`src/rtl/comp_mul_seq.sv`:
```
// comp_mul_seq: sequenced complex multiplier on one shared registered multiply slice
// with a post-adder; valid/ready on both sides, 1 result per 6 cycles.
module comp_mul_seq #(
  parameter int A_W = 16,
  parameter int B_W = 14,
  localparam int P_W = A_W + B_W + 1
) (
  input  logic           CLK_IN,
  input  logic           RST_IN,
  input  logic [A_W-1:0] A_RE_IN,
  input  logic [A_W-1:0] A_IM_IN,
  input  logic [B_W-1:0] B_RE_IN,
  input  logic [B_W-1:0] B_IM_IN,
  input  logic           CONJ_IN,
  input  logic           IN_VALID_IN,
  output logic           IN_READY_OUT,
  output logic [P_W-1:0] P_RE_OUT,
  output logic [P_W-1:0] P_IM_OUT,
  output logic           OUT_VALID_OUT,
  input  logic           OUT_READY_IN,
  output logic           BUSY_OUT
);
  localparam int M_W = A_W + B_W;
  typedef enum logic [1:0] {S_IDLE, S_RUN, S_DONE} state_t;
  state_t state_q, state_d;
  logic [2:0] ph_q, ph_d;
  logic signed [A_W-1:0] ar_q, ai_q, mx;
  logic signed [B_W-1:0] br_q, bi_q, my;
  logic conj_q, accept;
  logic signed [M_W-1:0] m_q, acc_q;
  logic signed [P_W-1:0] m_x, acc_x, re_sum, im_sum, re_q, pre_q, pim_q;
  assign IN_READY_OUT  = (state_q == S_IDLE) | ((state_q == S_DONE) & OUT_READY_IN);
  assign accept        = IN_VALID_IN & IN_READY_OUT;
  assign OUT_VALID_OUT = state_q == S_DONE;
  assign BUSY_OUT      = state_q == S_RUN;
  assign P_RE_OUT      = pre_q;
  assign P_IM_OUT      = pim_q;
  always_comb begin
    state_d = accept ? S_RUN
            : (state_q == S_RUN && ph_q == 3'd4) ? S_DONE
            : (state_q == S_DONE && OUT_READY_IN) ? S_IDLE : state_q;
    ph_d    = (state_q == S_RUN && ph_q != 3'd4) ? ph_q + 3'd1 : 3'd0;
    // issue order: ar*br, ai*bi, ar*bi, ai*br
    mx      = ph_q[0] ? ai_q : ar_q;
    my      = (ph_q == 3'd1 || ph_q == 3'd2) ? bi_q : br_q;
    m_x     = P_W'(m_q);
    acc_x   = P_W'(acc_q);
    re_sum  = conj_q ? acc_x + m_x : acc_x - m_x;
    im_sum  = conj_q ? m_x - acc_x : acc_x + m_x;
  end
  always_ff @(posedge CLK_IN or posedge RST_IN) begin
    if (RST_IN) begin
      state_q <= S_IDLE;
      ph_q    <= 3'd0;
    end else begin
      state_q <= state_d;
      ph_q    <= ph_d;
    end
  end
  always_ff @(posedge CLK_IN or posedge RST_IN) begin
    if (RST_IN) begin
      ar_q   <= '0;
      ai_q   <= '0;
      br_q   <= '0;
      bi_q   <= '0;
      conj_q <= 1'b0;
      m_q    <= '0;
      acc_q  <= '0;
      re_q   <= '0;
      pre_q  <= '0;
      pim_q  <= '0;
    end else begin
      if (accept) begin
        ar_q   <= A_RE_IN;
        ai_q   <= A_IM_IN;
        br_q   <= B_RE_IN;
        bi_q   <= B_IM_IN;
        conj_q <= CONJ_IN;
      end
      if (state_q == S_RUN) begin
        m_q <= M_W'(mx) * M_W'(my);
        if (ph_q == 3'd1 || ph_q == 3'd3) acc_q <= m_q;
        if (ph_q == 3'd2) re_q <= re_sum;
        if (ph_q == 3'd4) begin
          pre_q <= re_q;
          pim_q <= im_sum;
        end
      end
    end
  end
endmodule

```
`config.mk`:
```
export PLATFORM = sky130hd
export DESIGN_NAME = comp_mul_seq
export DESIGN_NICKNAME = d
export VERILOG_FILES = /design/src/rtl/comp_mul_seq.sv
export SDC_FILE = /design/constraint.sdc
export NUM_CORES = 1
export LEC_CHECK = 0
export CORE_MARGIN = 1
export CORE_UTILIZATION = 35
export CTS_BUF_LIST = sky130_fd_sc_hd__clkbuf_4
export CTS_CLUSTER_SIZE = 28
export DETAILED_ROUTE_END_ITERATION = 8
export PLACE_DENSITY = 0.6
export SLEW_MARGIN = 40
export SYNTH_ARGS = -nofsm -noshare
export SYNTH_HDL_FRONTEND = slang
export SYNTH_SLANG_ARGS = --single-unit
```
`constraint.sdc`:
```
create_clock -name CLK_IN -period 11.3 [get_ports CLK_IN]
set_input_delay 1.13 -clock CLK_IN [delete_from_list [all_inputs] [get_ports CLK_IN]]
set_output_delay 1.13 -clock CLK_IN [all_outputs]
set_load 0.1 [all_outputs]
```
# Word-level counts from Yosys, hierarchy flattened
# Cells that the tools add are included.
[word_totals]
regBits = 219
[op_classes]
multipliers = 1
n_reduce_logical = 10
n_eq_ne = 7
n_addsub = 4
mux = 8
n_bitwise = 3
[ops]
columns = ["operator", "count"]
rows = [
  ["two-way mux 31 bit", 2],
  ["subtractor 30 x 30 -> 31 bit", 2],
  ["adder 30 x 30 -> 31 bit", 1],
  ["multiplier 16 x 14 -> 30 bit", 1],
  ["two-way mux 16 bit", 1],
  ["two-way mux 14 bit", 1],
  ["== test 3 x 2 -> 1 bit (second input constant)", 2],
  ["two-way mux 2 bit", 3],
  ["AND reduction 2 bit", 3],
  ["adder 3 x 1 -> 3 bit (second input constant)", 1],
  ["== test 3 x 1 -> 1 bit (second input constant)", 1],
  ["== test 3 bit (second input constant)", 1],
  ["logical AND 1 bit", 3],
  ["two-way mux 3 bit", 1],
  ["!= test 3 bit (second input constant)", 1],
  ["nonzero test 3 bit", 1],
  ["AND 1 bit", 2],
  ["== test 2 x 1 -> 1 bit (second input constant)", 1],
  ["== test 2 bit (second input constant)", 1],
  ["zero test 2 bit", 1],
  ["logical OR 1 bit", 2],
  ["bitwise OR 1 bit", 1],
]

# Depth between registers and ports, before layout
# Gate-level depths: netlist (run 1).
[logic_depth]
ltp_word = 5
ltp_mapped = 33

# Least setup slack after synthesis (run 1)
# OpenSTA, ideal clock, no wires.
[synth_path]
path_kind = "reg-to-reg"
from = "register ph_q[0]"
to = "register m_q[28]"
required_time_ps = 11168
slack_ps = 2995
arrival_time_ps = 8174
synth_period_minus_slack_ps = 8305
stages_incl_launch_ff = 34
cell_sequence = "dfrtp_1 > clkbuf_1 > clkbuf_1 > clkbuf_1 > inv_1 > ha_1 > o21ai_0 > buf_2 > buf_2 > mux2i_1 > clkbuf_1 > nor2_1 > fa_1 > inv_1 > fa_1 > inv_1 > fa_1 > inv_1 > fa_1 > inv_1 > fa_1 > inv_1 > fa_1 > inv_1 > ha_1 > a21oi_1 > o21ai_0 > a21oi_1 > o31ai_1 > a221oi_2 > o211ai_1 > a31oi_1 > xor2_1 > o21ai_1"
[synth_between]
elab_chain_len = 4
elab_cells_between_ends = 6
[synth_lines]
columns = ["element", "line_no", "text"]
rows = [
  ["from (decl)", "26", "logic [2:0] ph_q, ph_d;"],
  ["from (signal assigned)", "57", "ph_q <= ph_d;"],
  ["== test 3 x 1 -> 1 bit / == test 3 x 2 -> 1 bit (equally long branches)", "45", "my = (ph_q == 3'd1 || ph_q == 3'd2) ? bi_q : br_q;"],
  ["logical OR 1 bit", "45", ""],
  ["two-way mux 14 bit", "45", ""],
  ["multiplier 16 x 14 -> 30 bit *", "81", "m_q <= M_W'(mx) * M_W'(my);"],
  ["to (signal assigned)", "81", ""],
  ["to (decl)", "30", "logic signed [M_W-1:0] m_q, acc_q;"],
]
# Mark *: on every way between the ends. The rest lies on a longest branch, timed or not.
# A chain may end at the register's enable or synchronous reset.

# Worst setup path in the final report (run 1)
# Ends and elaborated chain as after synthesis.

==> impl_metrics.tcl, run 1 <==
set metrics [dict create \
    synth_edf_count 0 \
    clock_latency_ps 850 \
    clock-sinks 219 \
    yosys.cell_types.count 81 \
    fp-row-count 91 \
    critical_path_arrival_ps 8570 \
    synth-xor-area-share 0.03457 \
    grt_first_pass_wirelength_um 93740 \
    maxSlewViolCount 0 \
    syn_area_per_cell_um2 8.887 \
    tightest_slew_ps 769.4 \
    yosysWarnings 0 \
    antenna_left 0 \
    tns_ps 0 \
    cts_buffers 60 \
    first_iter_violations 888 \
    clockBufferDepth 3 \
    nNetsFinal 3024 \
    synthAdderAreaFrac 0.2993 \
    cts_tree "done" \
    antenna_found_initial 1 \
    ys_ff_latch 219 \
    path_clk_slew_ps 60 \
    seq_area_mm2 0.005482 \
    root_buffer "clkbuf_4" \
    die_h_um 251.5 \
    cpMaxStageDelayCell "fa_1" \
    wl_um 56400 \
    core_mm2 0.06160 \
    post_cts_resized 0 \
    initial_core_util 0.3538 \
    postCtsSetupBuffers 0 \
    min_period_ps 7887 \
    end_kind "flop" \
    async_reset_ff_frac 1.000 \
    die_w_um 251.5 \
    r2r_slack_ps 3410 \
    wl_per_cell_um 16.34 \
    fmax_mhz 126.8 \
    synth_compound_area_frac 0.1344 \
    synth_simple_gate_area_frac 0.1419 \
    path_common_cell "inv_1" \
    ios 130 \
    status "completed" \
    pre_cts_ws_ps 3430 \
    num_vias 16750 \
    gr-usage-all-layers 0.1826 \
    synthesis.area_mm2 0.02179 \
    period_share 0.6980 \
    synth.area.mux_share 0.05897 \
    grt_pass1_vias 17660 \
    setup_slack_ps 3413 \
    gp_congestion 0.9149 \
    setup_viol 0 \
    hold_class "flop to flop" \
    cpPeakStageDelay_ps 540 \
    synth_seq_area_share 0.2515 \
    holdBufCountCts 0 \
    syn-instance-count 2452 \
    required_ps 11980 \
    worstPathMaxFanout 35 \
    syn-num-nets 2905 \
    multiInputGateArea_mm2 0.01465 \
    met1_length_um 26910 \
    num-fill-cells 6284 \
    route.met3.wl_um 2752 \
    hold_viol_final 0 \
    grt.overflow.total 0 \
    path_class "flop to flop" \
    drive_above_1_share 0.1255 \
    routed_via_density 4.853 \
    dieArea_mm2 0.06326 \
    startpoint_type "flop" \
    dr.pass1.iters 7 \
    grt_max_degree 145 \
    relSlewSlack 0.4769 \
    drc 0 \
    rsz0062_at_grt "no" \
    cap_violations 0 \
    met2_wirelength_um 25660 \
    synth_top_family_by_area "adder cells" \
    syn_to_final_growth_pct 12.24 \
    finClkSkew_ps 65.30 \
    dp_hpwl_um 45230 \
    dr.max_layer_used "met4" \
    htree_levels 2 \
    synth-main-ff-cell "dfrtp_1" \
    port_buffers 129 \
]
## critical path: cells and delay by family (launching register included)
kind / cells / cell delay, ps
AOI/OAI and AO/OA: 9 / 1930
muxes: 1 / 240
and+or+nand+nor: 1 / 100
buffers and inverters: 10 / 1460
adders and majority gates: 8 / 3560
DFF: 1 / 320
xor gates and xnor gates: 1 / 160
## flip-flops by register name (all words and copies together) (netlist names)
register,flops
P_IM_OUT,31
bi_q,14
P_RE_OUT,31
ar_q,16
acc_q,30
br_q,14
state_q,2
re_q,31
m_q,30
ph_q,3
conj_q,1
ai_q,16
## Yosys cell counts (all sizes together), types with 15 or more instances
library cell / n / share of area
clkbuf: 74 / 0.013
fa: 222 / 0.20
inv: 346 / 0.060
a21oi: 121 / 0.028
o21ai: 187 / 0.043
a21o: 30 / 0.010
xnor2: 67 / 0.027
nor2b: 17 / 0.0049
ha: 166 / 0.095
buf: 28 / 0.0069
nor2: 226 / 0.039
mux2i: 35 / 0.016
dfrtp: 219 / 0.25
xor2: 19 / 0.0076
a211oi: 17 / 0.0063
mux2: 83 / 0.043
nand3: 15 / 0.0034
o21bai: 18 / 0.0062
nand2b: 25 / 0.0072
nor3: 32 / 0.0076
nand2: 343 / 0.059
## layout make-up
| type | count | area share |
|---|---|---|
| clock inverter | 14 | 0.002711 |
| timing repair buffer | 159 | 0.04988 |
| tap | 837 | 0.04282 |
| inverter | 347 | 0.05392 |
| multi-input combinational | 1784 | 0.5988 |
| clock buffer | 90 | 0.02762 |
| sequential | 219 | 0.2241 |
| antenna | 1 | 0.0001023 |
## kinds of logic after synthesis
kind of cell / after synthesis
multiplexers: 118
AND/OR/NAND/NOR: 725
AO/OA/AOI/OAI: 467
adder cells (fa/ha/maj): 388
XOR/XNOR: 86
buffers and inverters: 449
flip-flops: 219
## final timing paths
| check | depth (start not counted) | end | startpoint |
|---|---|---|---|
| worst max register to register | 30 | m_q[28] | ph_q[0] |
| max in group asynchronous | 3 | re_q[16] | RST_IN |
| min in group asynchronous | 2 | P_IM_OUT[3] | RST_IN |
| worst max-delay path | 30 | m_q[28] | ph_q[0] |
| worst min register to register | 2 | P_RE_OUT[16] | re_q[16] |
| worst min-delay path | 2 | P_RE_OUT[16] | re_q[16] |
## metal layers
metal / vias up / GRT usage
met2: 419 / 0.2986
met1: 8041 / 0.2499
li1: 8209 / -
met5: - / 0
met3: 79 / 0.02775
met4: 0 / 0.05139
## cells in the final DEF (no fill, tap or decap), types with 18 or more instances in the layout
| master | netlist | final |
|---|---|---|
| nor2_1 | 225 | 224 |
| inv_1 | 343 | 342 |
| xnor2_1 | 67 | 67 |
| nand2b_1 | 25 | 25 |
| clkdlybuf4s50_1 | 0 | 64 |
| clkbuf_4 | 0 | 90 |
| xor2_1 | 19 | 19 |
| nor3_1 | 31 | 31 |
| buf_2 | 12 | 65 |
| mux2_2 | 83 | 83 |
| nand2_1 | 343 | 343 |
| fa_1 | 222 | 222 |
| ha_1 | 166 | 166 |
| o21bai_1 | 18 | 18 |
| dfrtp_1 | 219 | 218 |
| o21ai_0 | 153 | 152 |
| a21oi_1 | 120 | 120 |
| a21o_1 | 30 | 30 |
| mux2i_1 | 35 | 27 |
| buf_4 | 6 | 27 |
| o21ai_1 | 31 | 30 |
## stage by stage
step	cell area, um2	std cells	hold slack [ps]	utilization
floorplan	21790	2452	438.6	-
global placement	23960	3344	453.1	0.3889
detailed placement	23710	3346	451.6	0.3849
CTS	24450	3450	450.1	0.3969
global route	24460	3451	476.8	0.3971
finish	24460	3451	455.4	0.3971
Power of run 1 is left out: the tool's default activity adds up to more than one toggle a clock period on the data nets, which glitch-free logic cannot reach.
==> run 2: changes to the inputs <==
Settings changed: PLACE_DENSITY 0.6 to 0.62.
Clock period 11.3 ns to 6.7 ns, I/O delays scaled along.
==> impl_metrics.tcl, run 2 (same netlist as run 1, synthesis figures left out) <==
set metrics [dict create \
    status "finished, violations left" \
    violations "negative setup slack" \
    cpPeakStageDelay_ps 530 \
    root_buffer "clkbuf_4" \
    final_area_mm2 0.02528 \
    dr.max_layer_used "met4" \
    grt_pass1_vias 17820 \
    startpoint_type "flop" \
    min_period_ps 6735 \
    drc 0 \
    tightest_slew_ps 818.6 \
    cap_violations 0 \
    antenna_left 0 \
    maxSlewViolCount 0 \
    place_area_mm2 0.02415 \
    path_common_cell "fa_1" \
    holdBufCountCts 0 \
    dp_hpwl_um 46250 \
    pre_cts_ws_ps -151.6 \
    finalNonFillerCells 3513 \
    antenna_found_initial 3 \
    num-fill-cells 6132 \
    worstPathMaxFanout 7 \
    routed_via_density 4.889 \
    relSlewSlack 0.4492 \
    wl_um 57670 \
    rsz0062_at_grt "yes" \
    route.met3.wl_um 2293 \
    wl_per_cell_um 16.42 \
    num_vias 17180 \
    post-place-cells 3385 \
    dr.pass1.iters 5 \
    nNetsFinal 3086 \
    die_w_um 251.5 \
    first_iter_violations 1044 \
    syn_to_final_growth_pct 16.00 \
    gr-usage-all-layers 0.1859 \
    final_cell_mix "nand2_1 (342), inv_1 (339), fa_1 (221), dfrtp_1 (217), nor2_1 (216)" \
    period_share 1.005 \
    fp-row-count 91 \
    grt_first_pass_wirelength_um 95290 \
    die_h_um 251.5 \
    grt_max_degree 107 \
    required_ps 7390 \
    setup_slack_ps -34.65 \
    finClkSkew_ps 81.40 \
    clock_latency_ps 820 \
    met2_wirelength_um 26490 \
    grt.overflow.total 0 \
    cpMaxStageDelayCell "fa_1" \
    cts_buffers 61 \
    clock-sinks 219 \
    port_buffers 129 \
    end_kind "flop" \
    drive_above_1_share 0.1578 \
    dieArea_mm2 0.06326 \
    initial_core_util 0.3538 \
    clockBufferDepth 3 \
    ios 130 \
    hold_class "input port to async pin" \
    cts_tree "done" \
    path_clk_slew_ps 80 \
    hold_viol_final 0 \
    setup_viol 1 \
    core_mm2 0.06160 \
    htree_levels 2 \
    gp_congestion 0.8852 \
    final_common_cell "nand2_1" \
    path_class "flop to flop" \
    met1_length_um 27810 \
    fmax_mhz 148.5 \
    critical_path_arrival_ps 7430 \
]
[run 2: cell count changes in the layout (fill, tap and decap cells not counted), moves of 8 or more]
cell and change:
buf_4 +47, buf_6 +9, a21oi_1 -8, a21oi_2 +8, ha_1 -8, nor2_1 -8
[run 2: layout make-up]
type / instances / area [um2] / area share
multi-input cells: 1784 / 14940 / 0.5909
flip-flops and latches: 219 / 5483 / 0.2169
repair buffers: 220 / 1764 / 0.06979
inverters: 347 / 1320 / 0.05222
clock buffers: 83 / 623.1 / 0.02465
diodes: 2 / 5.005 / 0.0001980
clock inverters: 21 / 100.1 / 0.003960
well taps: 837 / 1047 / 0.04143
[run 2: critical path: cells and delay by family (launching register included)]
| family | cells | cell delay, ps |
|---|---|---|
| compound gates | 7 | 1200 |
| xor+xnor | 1 | 180 |
| fa+ha+maj | 8 | 3340 |
| buf+inv | 9 | 1040 |
| flops | 1 | 400 |
| mux | 1 | 390 |
| simple gates | 2 | 140 |
[run 2: routing by layer]
metal  global-route usage  vias up
met2               0.3005      395
met4              0.04739        0
met5                    0        -
met1               0.2619     8348
li1                     -     8354
met3              0.02455       78
[run 2: through the flow]
stage	TNS [ps]	util	hold slack, ps
final	-34.65	0.4104	301.8
after global placement	-21.02	0.3967	452.2
after floorplan	-757.3	-	438.6
after detailed placement	-439.2	0.3920	456.9
after CTS	0	0.4045	319.9
after global routing	-1648	0.4104	296.0
[run 2: path summary, 6_finish.rpt]
| check | startpoint | end | slack [ps] | cells after the start |
|---|---|---|---|---|
| worst min-delay path | RST_IN | m_q[2] | 300 | 2 |
| worst max register to register | ph_q[1] | m_q[28] | -30 | 28 |
| worst min register to register | re_q[15] | P_RE_OUT[15] | 430 | 2 |
| min in group CLK_IN | CONJ_IN | conj_q | 420 | 3 |
| worst max-delay path | ph_q[1] | m_q[28] | -30 | 28 |
| max in group asynchronous | RST_IN | m_q[6] | 5160 | 3 |
[run 2: timing repair]
action | 4_1_cts | 5_1_grt
cloned | 0 | 1
resized for setup | 1 | 43
pin swaps | 1 | 24
endpoints found under the setup margin | 3 | 11
buffers inserted | 3 | 18
Power of run 2 is left out for the same reason.
